==> src/rtl/obstacle_field_gen.sv <==
// obstacle_field_gen
//   Multi-obstacle generator for the 16x16 snake playfield (4-bit coordinates).
//   Holds up to MAX_OBS obstacle cells. A rising edge on spawn_req while obstacle mode is on
//   draws a candidate cell from the random source. A scan FSM then validates it against the
//   border, existing obstacles, the head's 3x3 neighbourhood and every snake body entry.
//   Rejected candidates are retried with fresh randoms, up to MAX_RETRY attempts in total.
//   A combinational per-pixel query reports whether (x,y) is a live obstacle.
//
// Ports
//   clk, rst        clock, synchronous active-high reset
//   s_reset         game restart pulse, clears the field like rst
//   obstacle_en     obstacle mode flag
//   spawn_req       spawn request level, rising edge requests a spawn
//   randX, randY    random candidate coordinates
//   body            packed snake body, entry i = {x,y} at [i*8 +: 8], entry 0 = head
//   curr_length     number of valid body entries (0 behaves as 1)
//   x, y            pixel query coordinates
//   obstacle        (x,y) is a live obstacle and obstacle_en is high
//   obstacleCount   registered live obstacle count
//   busy            spawn FSM is not idle
//   spawn_fail      one-cycle pulse when a spawn is abandoned
//
// Build option
//   OBSTACLE_REPLACE_EN: when the field is full, new spawns overwrite the oldest slot
//   (round-robin write pointer). Without it, spawns are ignored when full and slots fill
//   lowest-free-first.
module obstacle_field_gen #(
  parameter int MAX_LENGTH = 70,
  parameter int MAX_OBS    = 8,
  parameter int MAX_RETRY  = 4
) (
  input  logic                    clk,
  input  logic                    rst,
  input  logic                    s_reset,
  input  logic                    obstacle_en,
  input  logic                    spawn_req,
  input  logic [3:0]              randX,
  input  logic [3:0]              randY,
  input  logic [MAX_LENGTH*8-1:0] body,
  input  logic [7:0]              curr_length,
  input  logic [3:0]              x,
  input  logic [3:0]              y,
  output logic                    obstacle,
  output logic [3:0]              obstacleCount,
  output logic                    busy,
  output logic                    spawn_fail
);

  localparam logic [1:0] ST_IDLE   = 2'd0;
  localparam logic [1:0] ST_CHECK  = 2'd1;
  localparam logic [1:0] ST_RETRY  = 2'd2;
  localparam logic [1:0] ST_COMMIT = 2'd3;

  logic [1:0]         state;
  logic [7:0]         cand;
  logic [7:0]         idx;
  logic [7:0]         tries;
  logic               reject;
  logic               pending;
  logic               spawn_req_q;
  logic [MAX_OBS-1:0] slot_valid;
  logic [7:0]         slot_xy [MAX_OBS];

`ifdef OBSTACLE_REPLACE_EN
  localparam int IW = (MAX_OBS > 1) ? $clog2(MAX_OBS) : 1;
  logic [IW-1:0]      wr_ptr;
`endif

  logic               full;
  logic               can_accept;
  logic               req_edge;
  logic               start_edge;
  logic [7:0]         head;
  logic [7:0]         body_entry;
  logic [7:0]         scan_last;
  logic [4:0]         dx;
  logic [4:0]         dy;
  logic               border_hit;
  logic               head_hit;
  logic               slot_hit;
  logic               body_hit;
  logic               reject_next;
  logic [MAX_OBS-1:0] wr_onehot;
  logic               commit_we;

  assign full     = (obstacleCount == 4'(MAX_OBS));
  assign req_edge = spawn_req & ~spawn_req_q;
  assign busy     = (state != ST_IDLE);

`ifdef OBSTACLE_REPLACE_EN
  assign can_accept = 1'b1;
  assign wr_onehot  = MAX_OBS'(1) << wr_ptr;
`else
  assign can_accept = ~full;
  // Isolates the lowest clear bit of slot_valid: lowest-free-first allocation.
  assign wr_onehot  = ~slot_valid & (slot_valid + MAX_OBS'(1));
`endif

  assign start_edge = req_edge & can_accept;

  // Last body index to scan: a zero length still scans the head, long bodies clamp.
  always_comb begin
    if (curr_length == 8'd0)
      scan_last = 8'd0;
    else if (curr_length > 8'(MAX_LENGTH))
      scan_last = 8'(MAX_LENGTH - 1);
    else
      scan_last = curr_length - 8'd1;
  end

  // One body entry per cycle is compared against the candidate.
  always_comb begin
    body_entry = 8'h00;
    for (int i = 0; i < MAX_LENGTH; i++)
      if (idx == 8'(i))
        body_entry = body[i*8 +: 8];
  end

  assign head = body[7:0];
  assign dx   = {1'b0, cand[7:4]} - {1'b0, head[7:4]};
  assign dy   = {1'b0, cand[3:0]} - {1'b0, head[3:0]};

  // A difference of 5'h1f is -1 in 5-bit two's complement, so {0,+1,-1} is the 3x3 window.
  assign head_hit   = ((dx == 5'd0) || (dx == 5'd1) || (dx == 5'h1f)) &&
                      ((dy == 5'd0) || (dy == 5'd1) || (dy == 5'h1f));
  assign border_hit = (cand[7:4] == 4'd0) || (cand[7:4] == 4'd15) ||
                      (cand[3:0] == 4'd0) || (cand[3:0] == 4'd15);
  assign body_hit   = (body_entry == cand);

  always_comb begin
    slot_hit = 1'b0;
    for (int i = 0; i < MAX_OBS; i++)
      if (slot_valid[i] && (slot_xy[i] == cand))
        slot_hit = 1'b1;
  end

  // The parallel checks only count on the first scan cycle (idx 0).
  assign reject_next = reject | body_hit |
                       ((idx == 8'd0) & (border_hit | head_hit | slot_hit));

  always_comb begin
    obstacle = 1'b0;
    for (int i = 0; i < MAX_OBS; i++)
      if (slot_valid[i] && (slot_xy[i] == {x, y}))
        obstacle = obstacle_en;
  end

  assign commit_we = !rst && !s_reset && obstacle_en && (state == ST_COMMIT);

  // Slot coordinates carry no reset; slot_valid qualifies them.
  always_ff @(posedge clk) begin
    for (int i = 0; i < MAX_OBS; i++)
      if (commit_we && wr_onehot[i])
        slot_xy[i] <= cand;
  end

  // Spawn FSM with a one-deep pending request; dropping obstacle_en aborts quietly.
  always_ff @(posedge clk) begin
    if (rst || s_reset) begin
      state         <= ST_IDLE;
      cand          <= 8'h00;
      idx           <= 8'd0;
      tries         <= 8'd0;
      reject        <= 1'b0;
      pending       <= 1'b0;
      spawn_req_q   <= 1'b0;
      slot_valid    <= '0;
      obstacleCount <= 4'd0;
      spawn_fail    <= 1'b0;
`ifdef OBSTACLE_REPLACE_EN
      wr_ptr        <= '0;
`endif
    end else begin
      spawn_req_q <= spawn_req;
      spawn_fail  <= 1'b0;
      if (!obstacle_en) begin
        state   <= ST_IDLE;
        pending <= 1'b0;
      end else begin
        if (state != ST_IDLE && start_edge)
          pending <= 1'b1;
        case (state)
          ST_IDLE: begin
            if (can_accept && (req_edge || pending)) begin
              state  <= ST_CHECK;
              cand   <= {randX, randY};
              idx    <= 8'd0;
              tries  <= 8'd0;
              reject <= 1'b0;
            end
            pending <= 1'b0;
          end
          ST_CHECK: begin
            reject <= reject_next;
            if (idx >= scan_last)
              state <= reject_next ? ST_RETRY : ST_COMMIT;
            else
              idx <= idx + 8'd1;
          end
          ST_RETRY: begin
            if (tries == 8'(MAX_RETRY - 1)) begin
              spawn_fail <= 1'b1;
              state      <= ST_IDLE;
            end else begin
              cand   <= {randX, randY};
              tries  <= tries + 8'd1;
              idx    <= 8'd0;
              reject <= 1'b0;
              state  <= ST_CHECK;
            end
          end
          ST_COMMIT: begin
            for (int i = 0; i < MAX_OBS; i++)
              if (wr_onehot[i])
                slot_valid[i] <= 1'b1;
            if (!full && (|wr_onehot))
              obstacleCount <= obstacleCount + 4'd1;
`ifdef OBSTACLE_REPLACE_EN
            wr_ptr <= (wr_ptr == IW'(MAX_OBS - 1)) ? '0 : wr_ptr + 1'b1;
`endif
            state <= ST_IDLE;
          end
          default: state <= ST_IDLE;
        endcase
      end
    end
  end

endmodule
==> config.mk <==
export PLATFORM = sky130hd
export DESIGN_NAME = obstacle_field_gen
export DESIGN_NICKNAME = d
export VERILOG_FILES = /design/src/rtl/obstacle_field_gen.sv
export SDC_FILE = /design/constraint.sdc
export NUM_CORES = 1
export LEC_CHECK = 0
export ABC_AREA = 1
export CORE_AREA = 3 3 234 236
export CTS_BUF_LIST = sky130_fd_sc_hd__clkbuf_2
export CTS_CLUSTER_DIAMETER = 120
export DETAILED_ROUTE_END_ITERATION = 7
export DIE_AREA = 0 0 237 239
export HOLD_SLACK_MARGIN = 0.1
export PLACE_DENSITY = 0.51
export REMOVE_ABC_BUFFERS = 1
export SYNTH_ARGS = -nofsm -noshare
export SYNTH_HDL_FRONTEND = slang
export SYNTH_SLANG_ARGS = --single-unit
==> constraint.sdc <==
create_clock -name clk -period 6.9 [get_ports clk]
set_input_delay 1.38 -clock clk [delete_from_list [all_inputs] [get_ports clk]]
set_output_delay 1.38 -clock clk [all_outputs]
set_load 0.05 [all_outputs]
==> results.json, run 1 <==
{
  "regArea_um2": 2789,
  "wl_met2_mm": 40.92,
  "ys_warn_count": 0,
  "cts_tree": "done",
  "worstSetupPathType": "register to register",
  "cts_sinks": 106,
  "drtAntennaViolNets": 0,
  "end_kind": "register",
  "h-tree-depth": 3,
  "worstSkewPairLatency_ns": 0.66,
  "yosys.area.top_type": "nand2_1",
  "path_delay_family": "simple AND/OR/NAND/NOR gates",
  "clk_pin_slew_ns": 0.31,
  "die_w_um": 237,
  "finalWirelength_mm": 82.09,
  "postLayoutSetupSlackWorst_ns": 0.5299,
  "cts-buffers-inserted": 9,
  "min_path_cells": 2,
  "period_share_pct": 92.32,
  "synth_common_cells": "nand2_1, inv_1, o21ai_0, nor2_1, a21oi_1",
  "ys_ff_latch": 106,
  "r2r_end": "reject$_SDFFE_PP0P_",
  "antenna_found_initial": 34,
  "drive_gt1_share_pct": 9.937,
  "critPathMaxStageDelay_ns": 0.47,
  "ys_types": 55,
  "power_leakage_nw": 9.939,
  "slowest_stage": "dfxtp_4",
  "min_path_type": "register to register",
  "cp.required_ns": 7.50,
  "dr.max_layer_used": "met5",
  "synth.most_common_cell": "nand2_1",
  "cp_common_cell": "nand2_1",
  "vias": 18730,
  "grt_pass1_vias": 18490,
  "synth_ff_type": "edfxtp_1",
  "cp-start-kind": "register",
  "core_um2": 52660,
  "worstPathMaxFanout": 13,
  "drtIter0Drc": 1126,
  "ios": 596,
  "tightestPinTransition_ns": 1.337,
  "hold_end": "obstacleCount[3]$_SDFFE_PP0P_",
  "met1_length_mm": 33.53,
  "worstRegToRegCells": 73,
  "fp-row-count": 84,
  "grt_overflow": 0,
  "viasPerCell": 4.815,
  "synth_area_leaders": "nand2_1, edfxtp_1, inv_1",
  "synth_area_um2": 13900,
  "tns_ns": 0,
  "layout.nets": 3791,
  "setup_violations": 0,
  "cts_root_buffer": "clkbuf_2",
  "wl_met3_mm": 5.837,
  "critPathBufInv": 6,
  "area_growth_pct": 56.67,
  "relSlewSlack_pct": 10.56,
  "powerDensity_nw_per_um2": 73.40,
  "preCtsSetupSlack_ns": -0.5570,
  "die_y_um": 239,
  "synth_cells": 2543,
  "r2r-start": "idx[1]$_SDFFE_PP0P_",
  "fmax_mhz": 157.0,
  "grt_pass1_wl_mm": 119.4,
  "min_from": "obstacleCount[3]$_SDFFE_PP0P_",
  "dp.final_hpwl_mm": 69.59,
  "r2r_slack_ns": 0.53,
  "synth_top_area_share_pct": 26.14,
  "initial_core_util_pct": 26.39,
  "drc": 0,
  "status": "finished, final reports clean",
  "syn_avg_cell_area_um2": 5.465,
  "drv_slew": 0,
  "wire_per_inst_um": 21.10,
  "max-vdd-ir-drop_uv": 71.10,
  "synth_edf_count": 64,
  "skew_ns": 0.04442,
  "cp.arrival_ns": 6.97,
  "first_pass_iters": 5,
  "hold_viol_final": 0,
  "ys_seq_area_share_pct": 19.88,
  "cap_violations": 0,
  "synthArstFlopShare_pct": 0,
  "io_buffers": 595,
  "post-route-util_pct": 41.35,
  "layout_min_cycle_time_ns": 6.370,
  "grt_usage_pct": 27.80,
  "fillers": 5767,
  "grt_max_degree": 26,
  "dieArea_um2": 56640,
  "clockBufferDepth": 2,
  "place_congestion": 0.9910,
  "rsz0062_at_grt": "yes",
  "multi_input_area_um2": 9270
}
==> cell usage in the layout, fill, tap and decap left out, types with 7 or more instances in the layout <==
cell type,Yosys,final
o21ai_0,159,159
o22ai_1,41,41
or2_2,67,67
nor3_1,26,23
nand4_1,26,26
xor2_1,36,36
nand2_2,4,37
nand3_2,1,11
clkbuf_2,0,9
inv_1,463,456
o21ai_1,11,9
o2111ai_1,7,7
nor2_4,5,12
inv_2,16,19
a21oi_2,0,7
edfxtp_1,64,64
clkdlybuf4s50_1,0,586
dlymetal6s2s_1,0,9
buf_6,2,8
dfxtp_4,0,7
nor2_1,141,136
nand3_1,123,112
a2111oi_0,19,19
ha_1,25,21
a21oi_1,124,117
buf_4,4,92
diode_2,0,22
nand2_1,968,933
nor2_2,11,9
xnor2_1,15,15
dfxtp_1,42,35
a211oi_1,10,10
==> sequential cells by signal, summed over array words and instances, names as in the netlist <==
name / count
slot_xy: 64
cand: 8
idx: 8
slot_valid: 8
tries: 8
obstacleCount: 4
state: 2
pending: 1
reject: 1
spawn_fail: 1
spawn_req_q: 1
==> repair_timing <==
action | in CTS | in global routing
hold buffers | 0 | 0
setup buffers | 0 | 42
setup endpoints to repair | 0 | 2
gates resized for setup | 0 | 127
==> routing by layer <==
metal | up-vias | global-route usage, %
li1 | 9233 | -
met1 | 8650 | 33.63
met2 | 718 | 50.21
met3 | 103 | 6.161
met4 | 26 | 6.157
met5 | - | 0
==> worst min-delay path, cell delays in order (launching register included) <==
cell     delay, ns
dfxtp_1       0.40
inv_1         0.07
a21oi_1       0.05
==> cell families (layout without fill, tap and decap cells) <==
group | count (synthesis) | count (layout) | synth area share (%)
compound gates | 398 | 398 | 16.15
xor+xnor | 51 | 51 | 3.214
fa+ha+maj | 27 | 27 | 2.539
buf+inv | 563 | 1200 | 15.69
flops | 106 | 106 | 19.88
other cells | 0 | 22 | 0
simple gates | 1398 | 1398 | 42.53
==> cell type report <==
class                      count  share of cell area [%]
timing repair buffer         700                   31.45
clock buffer                   9                  0.2069
antenna                       22                  0.2528
tap                          688                   3.953
multi-input combinational   1874                   42.57
sequential                   106                   12.81
clock inverter                 7                  0.3505
inverter                     484                   8.401
==> worst max-delay path by stage <==
| stage | from | to | cells past startpoint |
|---|---|---|---|
| after floorplan | idx[6]$_SDFFE_PP0P_ | state[0]$_SDFFE_PP0P_ | 56 |
| after global placement | body[4] | state[0]$_SDFFE_PP0P_ | 80 |
| after detailed placement | body[4] | state[0]$_SDFFE_PP0P_ | 80 |
| after CTS | idx[1]$_SDFFE_PP0P_ | reject$_SDFFE_PP0P_ | 83 |
| after global routing | idx[2]$_SDFFE_PP0P_ | state[0]$_SDFFE_PP0P_ | 81 |
| final | idx[1]$_SDFFE_PP0P_ | reject$_SDFFE_PP0P_ | 73 |
==> per-stage QoR <==
step	power [mW]	hold WS [ns]	cell area, um2	std cells
3_5_place_dp	1.284	0.4656	20840	3810
4_1_cts	1.599	0.5123	20970	3826
3_3_place_gp	1.283	0.4530	20840	3810
6_report	1.598	0.5078	21770	3890
2_1_floorplan	0.8346	0.4433	13530	2464
5_1_grt	1.668	0.5361	21760	3886
==> power by group <==
group | internal (mW) | leakage (nW) | switching, mW
Combinational | 0.368 | 8.89 | 0.240
Clock | 0.0874 | 0.0721 | 0.231
Sequential | 0.669 | 0.973 | 0.00261
Total | 1.12 | 9.94 | 0.474
(Power assumes the default switching activity.)
==> run 2, diff against run 1 <==
--- a/config.mk
+++ b/config.mk
@@ -6,14 +6,17 @@
 export NUM_CORES = 1
 export LEC_CHECK = 0
 export ABC_AREA = 1
+export CAP_MARGIN = 30
 export CORE_AREA = 3 3 234 236
 export CTS_BUF_LIST = sky130_fd_sc_hd__clkbuf_2
 export CTS_CLUSTER_DIAMETER = 120
 export DETAILED_ROUTE_END_ITERATION = 7
 export DIE_AREA = 0 0 237 239
+export GPL_ROUTABILITY_DRIVEN = 0
 export HOLD_SLACK_MARGIN = 0.1
 export PLACE_DENSITY = 0.51
 export REMOVE_ABC_BUFFERS = 1
 export SYNTH_ARGS = -nofsm -noshare
 export SYNTH_HDL_FRONTEND = slang
 export SYNTH_SLANG_ARGS = --single-unit
+export TNS_END_PERCENT = 20
==> run 2 against run 1 <==
Via count is 0.76% lower. Utilization is 0.68 points lower. Sequential power hardly changed. Total power is 2.9% lower. Register-to-register slack hardly changed. Critical endpoint is now state[0]$_SDFFE_PP0P_. Largest cell class unchanged.
==> results.json, run 2 (synthesized netlist as in run 1, its figures left out) <==
{
  "max-vdd-ir-drop_uv": 67.56,
  "dieArea_um2": 56640,
  "largest_register_ffs": 64,
  "min_path_type": "register to register",
  "initial_core_util_pct": 26.39,
  "regMostFlops": "slot_xy",
  "combPwrFrac_pct": 38.6,
  "holdWs_ns": 0.4977,
  "cp_common_cell": "nand2_1",
  "setup_violations": 0,
  "cts_hold_buf": 0,
  "vias": 18590,
  "cp.arrival_ns": 7.08,
  "power_switching_uw": 462.4,
  "p_int_mw": 1.090,
  "die_w_um": 237,
  "grt_overflow": 0,
  "worstPathMaxFanout": 2,
  "hold_viol_final": 0,
  "skew_ns": 0.05365,
  "viasPerCell": 4.808,
  "die_y_um": 239,
  "cp-start-kind": "primary input",
  "core_um2": 52660,
  "layout.nets": 3770,
  "period_share_pct": 93.75,
  "powerDensity_nw_per_um2": 72.50,
  "end_kind": "register",
  "p_sw_share_pct": 29.78,
  "drv_slew": 0,
  "worstSetupPathType": "primary input to register",
  "ios": 596,
  "relSlewSlack_pct": 36.59,
  "clk_pin_slew_ns": 0.32,
  "cts_tree": "done",
  "drtAntennaViolNets": 0,
  "dp.final_hpwl_mm": 67.34,
  "first_pass_iters": 7,
  "area_growth_pct": 54.08,
  "worstRegToRegCells": 85,
  "fmax_mhz": 154.6,
  "drtIter0Drc": 1236,
  "drc": 0,
  "clockBufferDepth": 2,
  "power_leakage_nw": 9.754,
  "seqPwrFrac_pct": 43.2,
  "wire_per_inst_um": 20.57,
  "min_path_cells": 2,
  "io_buffers": 595,
  "mostFrequentLayoutCells": "nand2_1, clkdlybuf4s50_1, inv_1",
  "antenna_found_initial": 26,
  "cap_violations": 0,
  "clkPwrFrac_pct": 18.2,
  "layout_min_cycle_time_ns": 6.469,
  "finalWirelength_mm": 79.53,
  "h-tree-depth": 3,
  "fp-row-count": 84,
  "status": "finished, final reports clean",
  "final_common_cell": "nand2_1",
  "cts-buffers-inserted": 9,
  "grt_usage_pct": 26.82,
  "rsz0062_at_grt": "yes",
  "cp.required_ns": 7.51,
  "grt_max_degree": 26,
  "grt_pass1_wl_mm": 115.2,
  "worstSkewPairLatency_ns": 0.65,
  "grt_pass1_vias": 18270,
  "tightestPinTransition_ns": 0.9477,
  "slowest_stage": "clkdlybuf4s50_1",
  "critPathMaxStageDelay_ns": 0.43,
  "cts_root_buffer": "clkbuf_2",
  "drive_gt1_share_pct": 8.515,
  "preCtsSetupSlack_ns": -0.5728,
  "postLayoutSetupSlackWorst_ns": 0.4311,
  "cts_sinks": 106
}
==> run 2: changes by cell type in the layout (fill, tap and decap cells not counted), sizes merged <==
cell	change
buf	-21
bufinv	-1
clkbuf	+1
clkdlybuf4s50	+3
diode	-3
dlymetal6s2s	-3
==> run 2: final timing paths <==
path	startpoint	endpoint	slack (ns)
worst max-delay path	body[13]	state[0]$_SDFFE_PP0P_	0.43
worst min-delay path	reject$_SDFFE_PP0P_	reject$_SDFFE_PP0P_	0.50
worst max register to register	idx[0]$_SDFFE_PP0P_	state[0]$_SDFFE_PP0P_	0.53
worst min register to register	reject$_SDFFE_PP0P_	reject$_SDFFE_PP0P_	0.50
==> run 2: per-stage QoR <==
stage	instances	power [mW]	util (%)	TNS (ns)	instance area, um2
after floorplan	2464	0.8346	-	0	13530
after global placement	3803	1.275	39.46	-1.019	20780
after detailed placement	3806	1.277	39.50	-1.106	20800
after CTS	3822	1.555	39.69	0	20900
after global routing	3862	1.630	40.65	-0.5590	21400
final	3866	1.553	40.67	0	21410
==> run 2: what timing repair did <==
item / 4_1_cts / 5_1_grt
gates resized for setup: 0 / 78
setup endpoints to repair: 0 / 2
buffers inserted: 0 / 26
==> run 2: layout make-up <==
type	count	area, um2
antenna	19	47.55
clock buffer	10	50.05
clock inverter	6	50.05
fill	5638	31240
inverter	484	1821
multi-input combinational	1874	9161
sequential	106	2784
tap	688	860.8
timing repair buffer	679	6640
==> run 2: worst max-delay path, delay by kind of cell <==
family | cells | cell delay [ns]
buffers and inverters | 1 | 0.43
AOI/OAI and AO/OA | 1 | 0.15
and+or+nand+nor | 80 | 5.11
==> run 2: power by group through the flow <==
stage | Sequential [mW] | Combinational [mW] | Clock (mW)
final | 0.671 | 0.599 | 0.282
after global routing | 0.672 | 0.644 | 0.314
after CTS | 0.673 | 0.595 | 0.287
after detailed placement | 0.686 | 0.591 | 0
after global placement | 0.686 | 0.590 | 0
after floorplan | 0.690 | 0.144 | 0
==> run 2: per-layer routing <==
layer  global-route usage [%]  part of all wire [%]  vias to the layer above
met5                        0                  0.16                        -
met4                    5.791                   1.8                       16
met3                    6.218                   7.9                       86
met2                    48.87                    50                      786
met1                    31.99                    40                     8503
li1                         -                     -                     9196
==> run 3, diff against run 2 <==
--- a/config.mk
+++ b/config.mk
@@ -6,15 +6,14 @@
 export NUM_CORES = 1
 export LEC_CHECK = 0
 export ABC_AREA = 1
-export CAP_MARGIN = 30
-export CORE_AREA = 3 3 234 236
+export CORE_AREA = 10 10 221 223
 export CTS_BUF_LIST = sky130_fd_sc_hd__clkbuf_2
 export CTS_CLUSTER_DIAMETER = 120
 export DETAILED_ROUTE_END_ITERATION = 7
-export DIE_AREA = 0 0 237 239
+export DIE_AREA = 0 0 231 233
 export GPL_ROUTABILITY_DRIVEN = 0
 export HOLD_SLACK_MARGIN = 0.1
-export PLACE_DENSITY = 0.51
+export PLACE_DENSITY = 0.59
 export REMOVE_ABC_BUFFERS = 1
 export SYNTH_ARGS = -nofsm -noshare
 export SYNTH_HDL_FRONTEND = slang
==> run 3 against run 2 <==
Non-clock buffer count down 3. Worst hold slack worse by 0.0085 ns. Clock skew grew 0.0070 ns. Global-route usage rose by 1.6 points. Die area down 5.0%. Utilization grew 7.4 points. Critical path depth rose by 1. Critical path type unchanged. Critical endpoint is now reject$_SDFFE_PP0P_. Largest cell class unchanged. Highest routed layer unchanged.
==> results.json, run 3 (synthesized netlist as in run 1, its figures left out) <==
{
  "status": "finished, final reports clean",
  "worstSkewPairLatency_ns": 0.64,
  "cp_common_cell": "nand2_1",
  "worstPathMaxFanout": 2,
  "r2r-start": "idx[0]$_SDFFE_PP0P_",
  "dp.final_hpwl_mm": 68.58,
  "mostFrequentLayoutCells": "nand2_1, clkdlybuf4s50_1, inv_1",
  "cp.required_ns": 7.48,
  "end_kind": "register",
  "fp-row-count": 77,
  "fmax_mhz": 151.6,
  "r2r_end": "reject$_SDFFE_PP0P_",
  "cp.arrival_ns": 7.18,
  "viasPerCell": 4.971,
  "layout.nets": 3767,
  "antenna_found_initial": 21,
  "grt_overflow": 0,
  "period_share_pct": 95.61,
  "min_path_cells": 2,
  "regMostFlops": "slot_xy",
  "hold_end": "reject$_SDFFE_PP0P_",
  "post-route-util_pct": 48.11,
  "critPathMaxStageDelay_ns": 0.47,
  "skew_ns": 0.06061,
  "setup_violations": 0,
  "h-tree-depth": 3,
  "cp-start-kind": "primary input",
  "largest_register_ffs": 64,
  "critPathBufInv": 2,
  "ios": 596,
  "place_area_um2": 20730,
  "worstRegToRegCells": 82,
  "relSlewSlack_pct": 23.28,
  "drive_gt1_share_pct": 8.238,
  "worstSetupPathType": "primary input to register",
  "core_um2": 44120,
  "layout_min_cycle_time_ns": 6.597,
  "io_buffers": 595,
  "min_from": "reject$_SDFFE_PP0P_",
  "slowest_stage": "clkdlybuf4s50_1",
  "finalWirelength_mm": 80.07,
  "path_delay_family": "simple AND/OR/NAND/NOR gates",
  "min_path_type": "register to register",
  "power_leakage_nw": 9.681,
  "cts_root_buffer": "clkbuf_2",
  "cts_tree": "done",
  "vias": 18730,
  "grt_pass1_vias": 18770,
  "wire_per_inst_um": 21.25,
  "grt_usage_pct": 28.40,
  "tns_ns": 0,
  "final_common_cell": "nand2_1",
  "die_y_um": 233,
  "max-vdd-ir-drop_uv": 58.52,
  "drtAntennaViolNets": 0,
  "r2r_slack_ns": 0.38,
  "clockBufferDepth": 2,
  "grt_max_degree": 26,
  "clk_pin_slew_ns": 0.28,
  "dieArea_um2": 53820,
  "initial_core_util_pct": 31.50,
  "cts_sinks": 106,
  "cts-buffers-inserted": 9,
  "tightestPinTransition_ns": 1.142,
  "cap_violations": 0,
  "hold_viol_final": 0,
  "area_growth_pct": 52.76,
  "die_w_um": 231,
  "rsz0062_at_grt": "yes",
  "fin_area_um2": 21230,
  "grt_pass1_wl_mm": 116.7,
  "drc": 0,
  "powerDensity_nw_per_um2": 72.86,
  "drv_slew": 0,
  "drtIter0Drc": 1379,
  "first_pass_iters": 8
}
==> run 3: cell count changes in the layout (fill, tap and decap cells not counted), sizes merged <==
| cell | delta |
|---|---|
| clkdlybuf4s50 | +5 |
| dlymetal6s2s | -5 |
| buf | -3 |
| diode | +1 |
==> run 3: worst max-delay path by stage <==
stage / from / end / depth (start not counted)
final: body[3] / reject$_SDFFE_PP0P_ / 83
after global routing: idx[0]$_SDFFE_PP0P_ / reject$_SDFFE_PP0P_ / 84
after CTS: idx[0]$_SDFFE_PP0P_ / reject$_SDFFE_PP0P_ / 84
after detailed placement: body[0] / state[0]$_SDFFE_PP0P_ / 81
after global placement: body[0] / state[0]$_SDFFE_PP0P_ / 81
after floorplan: idx[6]$_SDFFE_PP0P_ / state[0]$_SDFFE_PP0P_ / 56
==> run 3: area by class of cell <==
class	count	area [um2]
Tap cell	592	740.7
Clock buffer	10	50.05
Sequential cell	106	2778
Inverter	484	1823
Clock inverter	6	46.29
Multi-Input combinational cell	1874	9160
Antenna cell	20	50.05
Timing Repair Buffer	676	6583
Fill cell	4762	22890
==> run 3: report_power, final <==
group | switching, mW | internal (mW)
Combinational | 0.230 | 0.366
Clock | 0.224 | 0.0539
Sequential | 0.00337 | 0.670
==> run 3: repair_timing <==
action / CTS / global route
hold endpoints to repair: 0 / 0
endpoints found under the setup margin: 2 / 2
setup buffers: 0 / 16
pin swaps: 0 / 18
resized for setup: 2 / 62
hold buffers: 0 / 0
==> run 3: worst min-delay path: cells and delay by family, from the launching register on <==
family	cells	cell delay (ns)
flip-flops	1	0.38
AO/OA/AOI/OAI	1	0.05
AND/OR/NAND/NOR	1	0.06
==> run 3: routing by layer <==
metal  routed length [um]  share of wire [%]  global-route usage (%)  vias to the layer above
li1                     -                  -                       -                     9176
met2                39620                 49                   50.98                      877
met4                 2501                3.1                   9.846                        4
met1                30350                 38                   31.68                     8547
met5                   16              0.020                       0                        -
met3                 7591                9.5                   7.776                      126
==> run 3: through the flow <==
stage,cells,power (mW),setup WS [ns],hold WS (ns)
5_1_grt,3764,1.618,-0.3339,0.5139
6_report,3768,1.547,0.3029,0.4892
3_5_place_dp,3716,1.273,-0.6203,0.4596
4_1_cts,3732,1.546,0.01406,0.4889
2_1_floorplan,2464,0.8346,1.458,0.4433
3_3_place_gp,3716,1.270,-0.6320,0.4531
